===== src/rtl/uart_rx.sv =====
// rtl/uart_rx.sv - oversampling 8N1 UART receiver gated by the debug enable
//
// Frames 8N1 characters from an asynchronous line. Each good byte is presented
// on rx_Data with a one-cycle Rx_done strobe; a low stop bit gives a one-cycle
// frame_err_o strobe and parks the receiver until the line returns high.

module uart_rx #(
  parameter int CLK_FREQ  = 50_000_000,
  parameter int BAUD_RATE = 115200
) (
  input  logic       clk,
  input  logic       rst,
  input  logic       debug_en_i,
  input  logic       rx_i,
  output logic       Rx_done,
  output logic [7:0] rx_Data,
  output logic       frame_err_o,
  output logic       busy_o
);

  // Clocks per bit and the half-bit offset used to land samples mid-bit.
  localparam int CPB  = CLK_FREQ / BAUD_RATE;
  localparam int HALF = CPB / 2;
  localparam int CW   = $clog2(CPB);

  localparam logic [CW-1:0] CNT_BIT_END  = CW'(CPB - 1);
  localparam logic [CW-1:0] CNT_HALF_END = CW'(HALF - 1);

  typedef enum logic [2:0] {
    S_IDLE,
    S_START,
    S_DATA,
    S_STOP,
    S_BREAK
  } state_t;

  state_t          state_q, state_d;
  logic [CW-1:0]   cnt_q, cnt_d;
  logic [2:0]      idx_q, idx_d;
  logic [7:0]      shift_q, shift_d;
  logic [7:0]      data_d;
  logic            done_d;
  logic            err_d;

  logic            sync_q1, sync_q2;
  logic            rxs;

  // Two-flop synchronizer on the raw line; resets to the idle (high) level so
  // reset release never looks like a start bit.
  always_ff @(posedge clk or negedge rst) begin
    if (!rst) begin
      sync_q1 <= 1'b1;
      sync_q2 <= 1'b1;
    end else begin
      sync_q1 <= rx_i;
      sync_q2 <= sync_q1;
    end
  end

  assign rxs = sync_q2;

  // FSM state register.
  always_ff @(posedge clk or negedge rst) begin
    if (!rst) begin
      state_q <= S_IDLE;
    end else begin
      state_q <= state_d;
    end
  end

  // Next-state, bit timing and byte assembly; the enable overrides everything.
  always_comb begin
    state_d = state_q;
    cnt_d   = cnt_q;
    idx_d   = idx_q;
    shift_d = shift_q;
    data_d  = rx_Data;
    done_d  = 1'b0;
    err_d   = 1'b0;

    if (!debug_en_i) begin
      state_d = S_IDLE;
      cnt_d   = '0;
      idx_d   = '0;
    end else begin
      case (state_q)
        S_IDLE: begin
          cnt_d = '0;
          if (!rxs) begin
            state_d = S_START;
          end
        end

        // Re-check the start bit half a bit in; a short glitch goes back idle.
        S_START: begin
          if (cnt_q == CNT_HALF_END) begin
            cnt_d = '0;
            if (!rxs) begin
              state_d = S_DATA;
              idx_d   = '0;
            end else begin
              state_d = S_IDLE;
            end
          end else begin
            cnt_d = cnt_q + 1'b1;
          end
        end

        // One sample per bit period, LSB first.
        S_DATA: begin
          if (cnt_q == CNT_BIT_END) begin
            cnt_d          = '0;
            shift_d[idx_q] = rxs;
            if (idx_q == 3'd7) begin
              idx_d   = '0;
              state_d = S_STOP;
            end else begin
              idx_d = idx_q + 3'd1;
            end
          end else begin
            cnt_d = cnt_q + 1'b1;
          end
        end

        // Only a high stop bit publishes the byte; returning to IDLE right at
        // the stop sample leaves half a bit of slack for the next start edge.
        S_STOP: begin
          if (cnt_q == CNT_BIT_END) begin
            cnt_d = '0;
            if (rxs) begin
              data_d  = shift_q;
              done_d  = 1'b1;
              state_d = S_IDLE;
            end else begin
              err_d   = 1'b1;
              state_d = S_BREAK;
            end
          end else begin
            cnt_d = cnt_q + 1'b1;
          end
        end

        // A held-low line must not look like an endless stream of start bits.
        S_BREAK: begin
          cnt_d = '0;
          if (rxs) begin
            state_d = S_IDLE;
          end
        end

        default: begin
          state_d = S_IDLE;
          cnt_d   = '0;
          idx_d   = '0;
        end
      endcase
    end
  end

  // Datapath registers and registered strobes.
  always_ff @(posedge clk or negedge rst) begin
    if (!rst) begin
      cnt_q       <= '0;
      idx_q       <= '0;
      shift_q     <= '0;
      rx_Data     <= '0;
      Rx_done     <= 1'b0;
      frame_err_o <= 1'b0;
    end else begin
      cnt_q       <= cnt_d;
      idx_q       <= idx_d;
      shift_q     <= shift_d;
      rx_Data     <= data_d;
      Rx_done     <= done_d;
      frame_err_o <= err_d;
    end
  end

  assign busy_o = (state_q != S_IDLE);

endmodule


===== config.mk =====
export PLATFORM = sky130hd
export DESIGN_NAME = uart_rx
export DESIGN_NICKNAME = d
export VERILOG_FILES = /design/src/rtl/uart_rx.sv
export SDC_FILE = /design/constraint.sdc
export NUM_CORES = 1
export LEC_CHECK = 0
export CAP_MARGIN = 20
export CELL_PAD_IN_SITES_DETAIL_PLACEMENT = 0
export CELL_PAD_IN_SITES_GLOBAL_PLACEMENT = 2
export CORE_AREA = 10 10 92 94
export CTS_BUF_LIST = sky130_fd_sc_hd__clkbuf_16
export DETAILED_ROUTE_END_ITERATION = 6
export DIE_AREA = 0 0 102 104
export PLACE_DENSITY_LB_ADDON = 0.1
export REMOVE_ABC_BUFFERS = 1
export SYNTH_ARGS = -nofsm -noshare
export SYNTH_HDL_FRONTEND = slang
export SYNTH_SLANG_ARGS = --single-unit
export TNS_END_PERCENT = 1

===== constraint.sdc =====
create_clock -name clk -period 1.9 [get_ports clk]
set_input_delay 0.285 -clock clk [delete_from_list [all_inputs] [get_ports clk]]
set_output_delay 0.285 -clock clk [all_outputs]
set_load 0.02 [all_outputs]

; After elaboration in Yosys (flattened, before gate mapping)
; Cells that the tools add are included.
[totals]
regBits = 35
input_bits = 4
output_inout_bits = 11
word_cells = 68
[op_classes]
addsub = 2
n_lt_le_gt_ge = 2
n_eq_ne = 15
muxes = 31
reduce_logical = 9
[ops]
columns = op, n
row1 = 3-bit two-way mux, 13
row2 = 9-bit two-way mux, 3
row3 = "3-bit != test, second input constant", 7
row4 = 9-bit one-hot mux with 2 select lines, 1
row5 = 3-bit one-hot mux with 5 select lines, 1
row6 = "9-bit by 1-bit adder with 9-bit output, second input constant", 1
row7 = "9-bit by 8-bit == test with 1-bit output, second input constant", 1
row8 = "9-bit == test, second input constant", 1
row9 = 1-bit two-way mux, 9
row10 = 3-bit one-hot mux with 3 select lines, 1
row11 = 8-bit bitwise mux, 1
row12 = 4-bit AND reduction, 2
row13 = "3-bit by 2-bit == test with 1-bit output, second input constant", 2
row14 = "3-bit == test, second input constant", 2
row15 = 6-bit AND reduction, 1
row16 = "3-bit by 4-bit less-than comparator with 1-bit output, second input constant", 1
row17 = "3-bit by 1-bit adder with 3-bit output, second input constant", 1
row18 = 1-bit demux with 3-bit select, 1
row19 = "3-bit by 1-bit == test with 1-bit output, second input constant", 1
row20 = "3-bit by 1-bit >= comparator with 1-bit output, second input constant", 1
row21 = 3-bit logical NOT, 1
row22 = 3-bit AND reduction, 1
row23 = 3-bit nonzero test, 1
row24 = 3-bit OR reduction, 1
row25 = 4 further kinds, 4

; Longest topological paths before layout
; Gate-level depths: netlist of the first run.
[depth]
ltp_word = 5
ltp_mapped = 7
mapped_depth_nobuf = 6

; Least setup slack after synthesis of the first run
; Ideal clock, no wire load.
[synth_timing]
path_type = register to register
from = reg cnt_q[1]
to = reg rx_Data[0]
t_arrival_ns = 1.753
required_time_ns = 1.775
path_slack_ns = 0.022
path_stages_with_launch = 8
n_path_buf = 1
period_less_slack_ns = 1.878
cell_sequence = dfrtp_1 -> inv_1 -> ha_1 -> nand4b_1 -> or2_1 -> buf_2 -> nor3_4 -> mux2_2
[synth_between]
elab_chain_cells = 2
[synth_lines]
columns = item, line_no
row1 = "start, declared", 38  ; logic [CW-1:0] cnt_q, cnt_d;
row2 = "start signal, assigned", 170  ; cnt_q <= cnt_d;
row3 = 9-bit == test, 128  ; if (cnt_q == CNT_BIT_END) begin
row4 = 4-bit AND reduction (no source line), n/a
row5 = "end signal, assigned", 173  ; rx_Data <= data_d;
row6 = "end, declared", 16  ; output logic [7:0] rx_Data,
; No other way between the ends.
; A chain may end at the register's enable or synchronous reset.

; Final worst setup path of the first run
[layout_timing]
from = reg cnt_q[2]
to = reg idx_q[0]
[layout_between]
elab_chain_cells = 3
[layout_lines]
columns = item, line_no
row1 = 9-bit == test or 9-bit by 8-bit == test with 1-bit output (tied branches), "111, 96"
row2 = 3-bit != test (no source line), n/a
row3 = 4-bit AND reduction (no source line) (*), n/a
row4 = "end signal, assigned", 171  ; idx_q <= idx_d;
row5 = "end, declared", 39  ; logic [2:0] idx_q, idx_d;
; Mark *: on every way between the ends. The rest lies on a longest branch, timed or not.

==> results.ini, run 1 <==
[clock_tree]
cts_sinks=35
clk_latency_ns=0.28
root_buffer=clkbuf_16
cts_buffers=5
htreeDepth=2
ctsHoldBuffers=0
clkTransAtPathRegs_ns=0.06
cts_tree=done
cts_buffer_depth=2

[synthesis]
synth_area_leaders=dfrtp_1 (51%), mux2_2 (11%), ha_1 (3.9%), dfstp_2 (3.2%), nand3_1 (3.1%)
async_reset_ff_share_pct=100.0
synth_top_cell_by_area=dfrtp_1
synth_most_common_cell=dfrtp_1
syn_inst=134
synth_common_cells=dfrtp_1 (33), mux2_2 (16), nor2_1 (13)
seq_area_frac_synth_pct=54.17
ys_ff_latch=35
synth_top_area_share_pct=50.93
ys_warn_count=0
synth.avg_cell_area_um2=12.10
ys.flop_type=dfrtp_1
synth_edf_count=0
synthDistinctLibCells=36
syn_area_mm2=0.001622

[routing]
drt-total-wl_mm=3.541
drt_iter0_drc=35
detail-route-antenna-nets=0
drc=0
vias=1129
avgViaCountPerCell=4.480
first_pass_iters=4
post_drt_wl_per_cell_um=14.05

[worst_setup_path]
critical_path_class=flop to flop
cp.required_ns=2.06
r2r_setup_slack_ns=0.11
endpoint_kind=flop
crit_path_max_fanout=3
start_kind=flop
cp_data_arrival_time_ns=1.95
crit_chain=or4b_1 > o21bai_1 > o221ai_1 > a22o_1
slowest_delay_ns=0.57
critPathSlowestCell=or4b_1

[placed_design]
dp_slack_ns=-0.1381
portBuffers=14
place.gp.congestion=0.7449
placed_area_mm2=0.001993
dpl.hpwl_mm=2.532

[grt]
grt_max_degree=36
antenna_found_initial=0
grt_pass1_vias=1232
grt_pass1_wl_mm=6.230
grt.total_usage_pct=7.437
grt-ovfl-total=0

[timing]
skew_ns=0.005428
drv_slew=0
slew_headroom_pct=70.00
rsz0062_at_grt=false
setup_viol=0
hold_viol=0
fin_crit_sh_pct=93.96
post-route-min-period_ns=1.785
timing.fmax_ghz=0.5601
worst_slew_pin_slew_ns=0.4500
setup_ws_ns=0.1147

[power]
p_int_mw=1.418
seq_power_share_pct=42.5
p_sw_share_pct=27.82
clkPwrFrac_pct=40.2
p_switching_mw=0.5467
p_leak_nw=0.9536
combPwrFrac_pct=17.3
irDropWorstVdd_v=0.0002716
powerDensity_mw_per_mm2=902.6

[final_layout]
syn2layout_area_growth_pct=34.26
final_nets=180
antenna_cells=0
drive_gt1_share_pct=31.98
final_area_mm2=0.002177

[floorplanning]
dieWidth_um=102
core-area_mm2=0.006681
start_util_pct=24.27
io_pins=15
fp.dieH_um=104
dieArea_mm2=0.01061
rows=30

[run_status]
status=finished clean

[flow_run]
cap_violations=0

[hold_path]
min_path_type=flop to flop

-- per-layer routing --
layer | track usage [%] | routed length (um) | vias up
met3 | 2.060 | 96 | 6
met4 | 3.931 | 69 | 0
met2 | 11.42 | 1709 | 10
li1 | - | - | 553
met5 | 0 | 0 | -
met1 | 9.134 | 1666 | 560
-- cells in the final DEF (no fill, tap or decap), drive strengths merged, types with 2 or more instances in the layout --
| cell type | count |
|---|---|
| ha | 5 |
| and3 | 2 |
| clkdlybuf4s50 | 13 |
| buf | 18 |
| nor2 | 13 |
| mux2 | 16 |
| nand3 | 10 |
| o21ba | 2 |
| dfrtp | 33 |
| nand4 | 2 |
| xor2 | 3 |
| clkbuf | 5 |
| dfstp | 2 |
| inv | 5 |
| clkinvlp | 2 |
| nand4bb | 2 |
| nor3 | 6 |
| xnor2 | 4 |
| a22o | 3 |
| nor2b | 4 |
| nand2 | 6 |
-- power by group through the flow --
| stage | Combinational [mW] | Clock [mW] | Sequential [mW] |
|---|---|---|---|
| floorplan | 0.198 | 0 | 0.832 |
| global placement | 0.336 | 0 | 0.844 |
| detailed placement | 0.334 | 0 | 0.844 |
| CTS | 0.337 | 0.827 | 0.832 |
| global route | 0.382 | 0.859 | 0.846 |
| finish | 0.341 | 0.789 | 0.835 |
-- stage by stage --
step | hold WS, ns | instances | total power, mW | setup TNS (ns) | utilization [%]
6_report | 0.3551 | 252 | 1.965 | 0 | 32.58
3_5_place_dp | 0.3476 | 243 | 1.178 | -1.301 | 29.83
3_3_place_gp | 0.3469 | 243 | 1.180 | -0.4769 | 29.83
4_1_cts | 0.3559 | 251 | 1.996 | 0 | 32.12
2_1_floorplan | -0.01059 | 132 | 1.029 | 0 | -
5_1_grt | 0.3645 | 252 | 2.087 | 0 | 32.58
-- worst max-delay path: cells and delay by family (launching register included) --
| kind | cells | cell delay, ns |
|---|---|---|
| AO/OA/AOI/OAI | 3 | 0.69 |
| AND/OR/NAND/NOR | 1 | 0.57 |
| flip-flops | 1 | 0.40 |
-- layout make-up --
class | instances | area, um2
Sequential cell | 35 | 879.6
Fill cell | 703 | 4504
Clock inverter | 3 | 20.02
Timing Repair Buffer | 32 | 286.5
Tap cell | 80 | 100.1
Inverter | 5 | 18.77
Clock buffer | 5 | 125.1
Multi-Input combinational cell | 92 | 747.0
-- repair_timing --
item,in CTS,in global routing
setup endpoints to repair,10,15
pin swaps,0,2
setup buffers,0,1
resized for setup,2,6
-- sequential cells by signal (all words and copies together) (netlist names) --
signal       count
idx_q            3
sync_q1          1
state_q          3
shift_q          8
frame_err_o      1
Rx_done          1
rxs              1
cnt_q            9
rx_Data          8
-- logic make-up (layout without fill, tap and decap cells) --
family | after synthesis | count (layout) | synth area share, %
AOI/OAI and AO/OA | 13 | 13 | 6.790
xor gates and xnor gates | 7 | 7 | 3.781
adders and majority gates | 5 | 5 | 3.858
buffers and inverters | 7 | 45 | 1.697
DFF | 35 | 35 | 54.17
muxes | 16 | 16 | 11.11
and+or+nand+nor | 51 | 51 | 18.60
-- path summary, 6_finish.rpt --
kind                                    startpoint                      to  cells after the start
max in group asynchronous                      rst       sync_q1$_DFF_PN1_                      2
min in group asynchronous                      rst  state_q[1]$_DFFE_PN0P_                      2
worst min-delay path             sync_q1$_DFF_PN1_           rxs$_DFF_PN1_                      0
worst min register to register   sync_q1$_DFF_PN1_           rxs$_DFF_PN1_                      0
worst max-delay path            cnt_q[2]$_DFF_PN0_    idx_q[0]$_DFFE_PN0P_                      4
worst max register to register  cnt_q[2]$_DFF_PN0_    idx_q[0]$_DFFE_PN0P_                      4
(Power assumes the default switching activity.)
==> inputs of run 2 (changes only) <==
SLEW_MARGIN = 40   (was default)
==> results of run 2 <==
No change in the layout: final DEF, timing and power equal those of run 1.
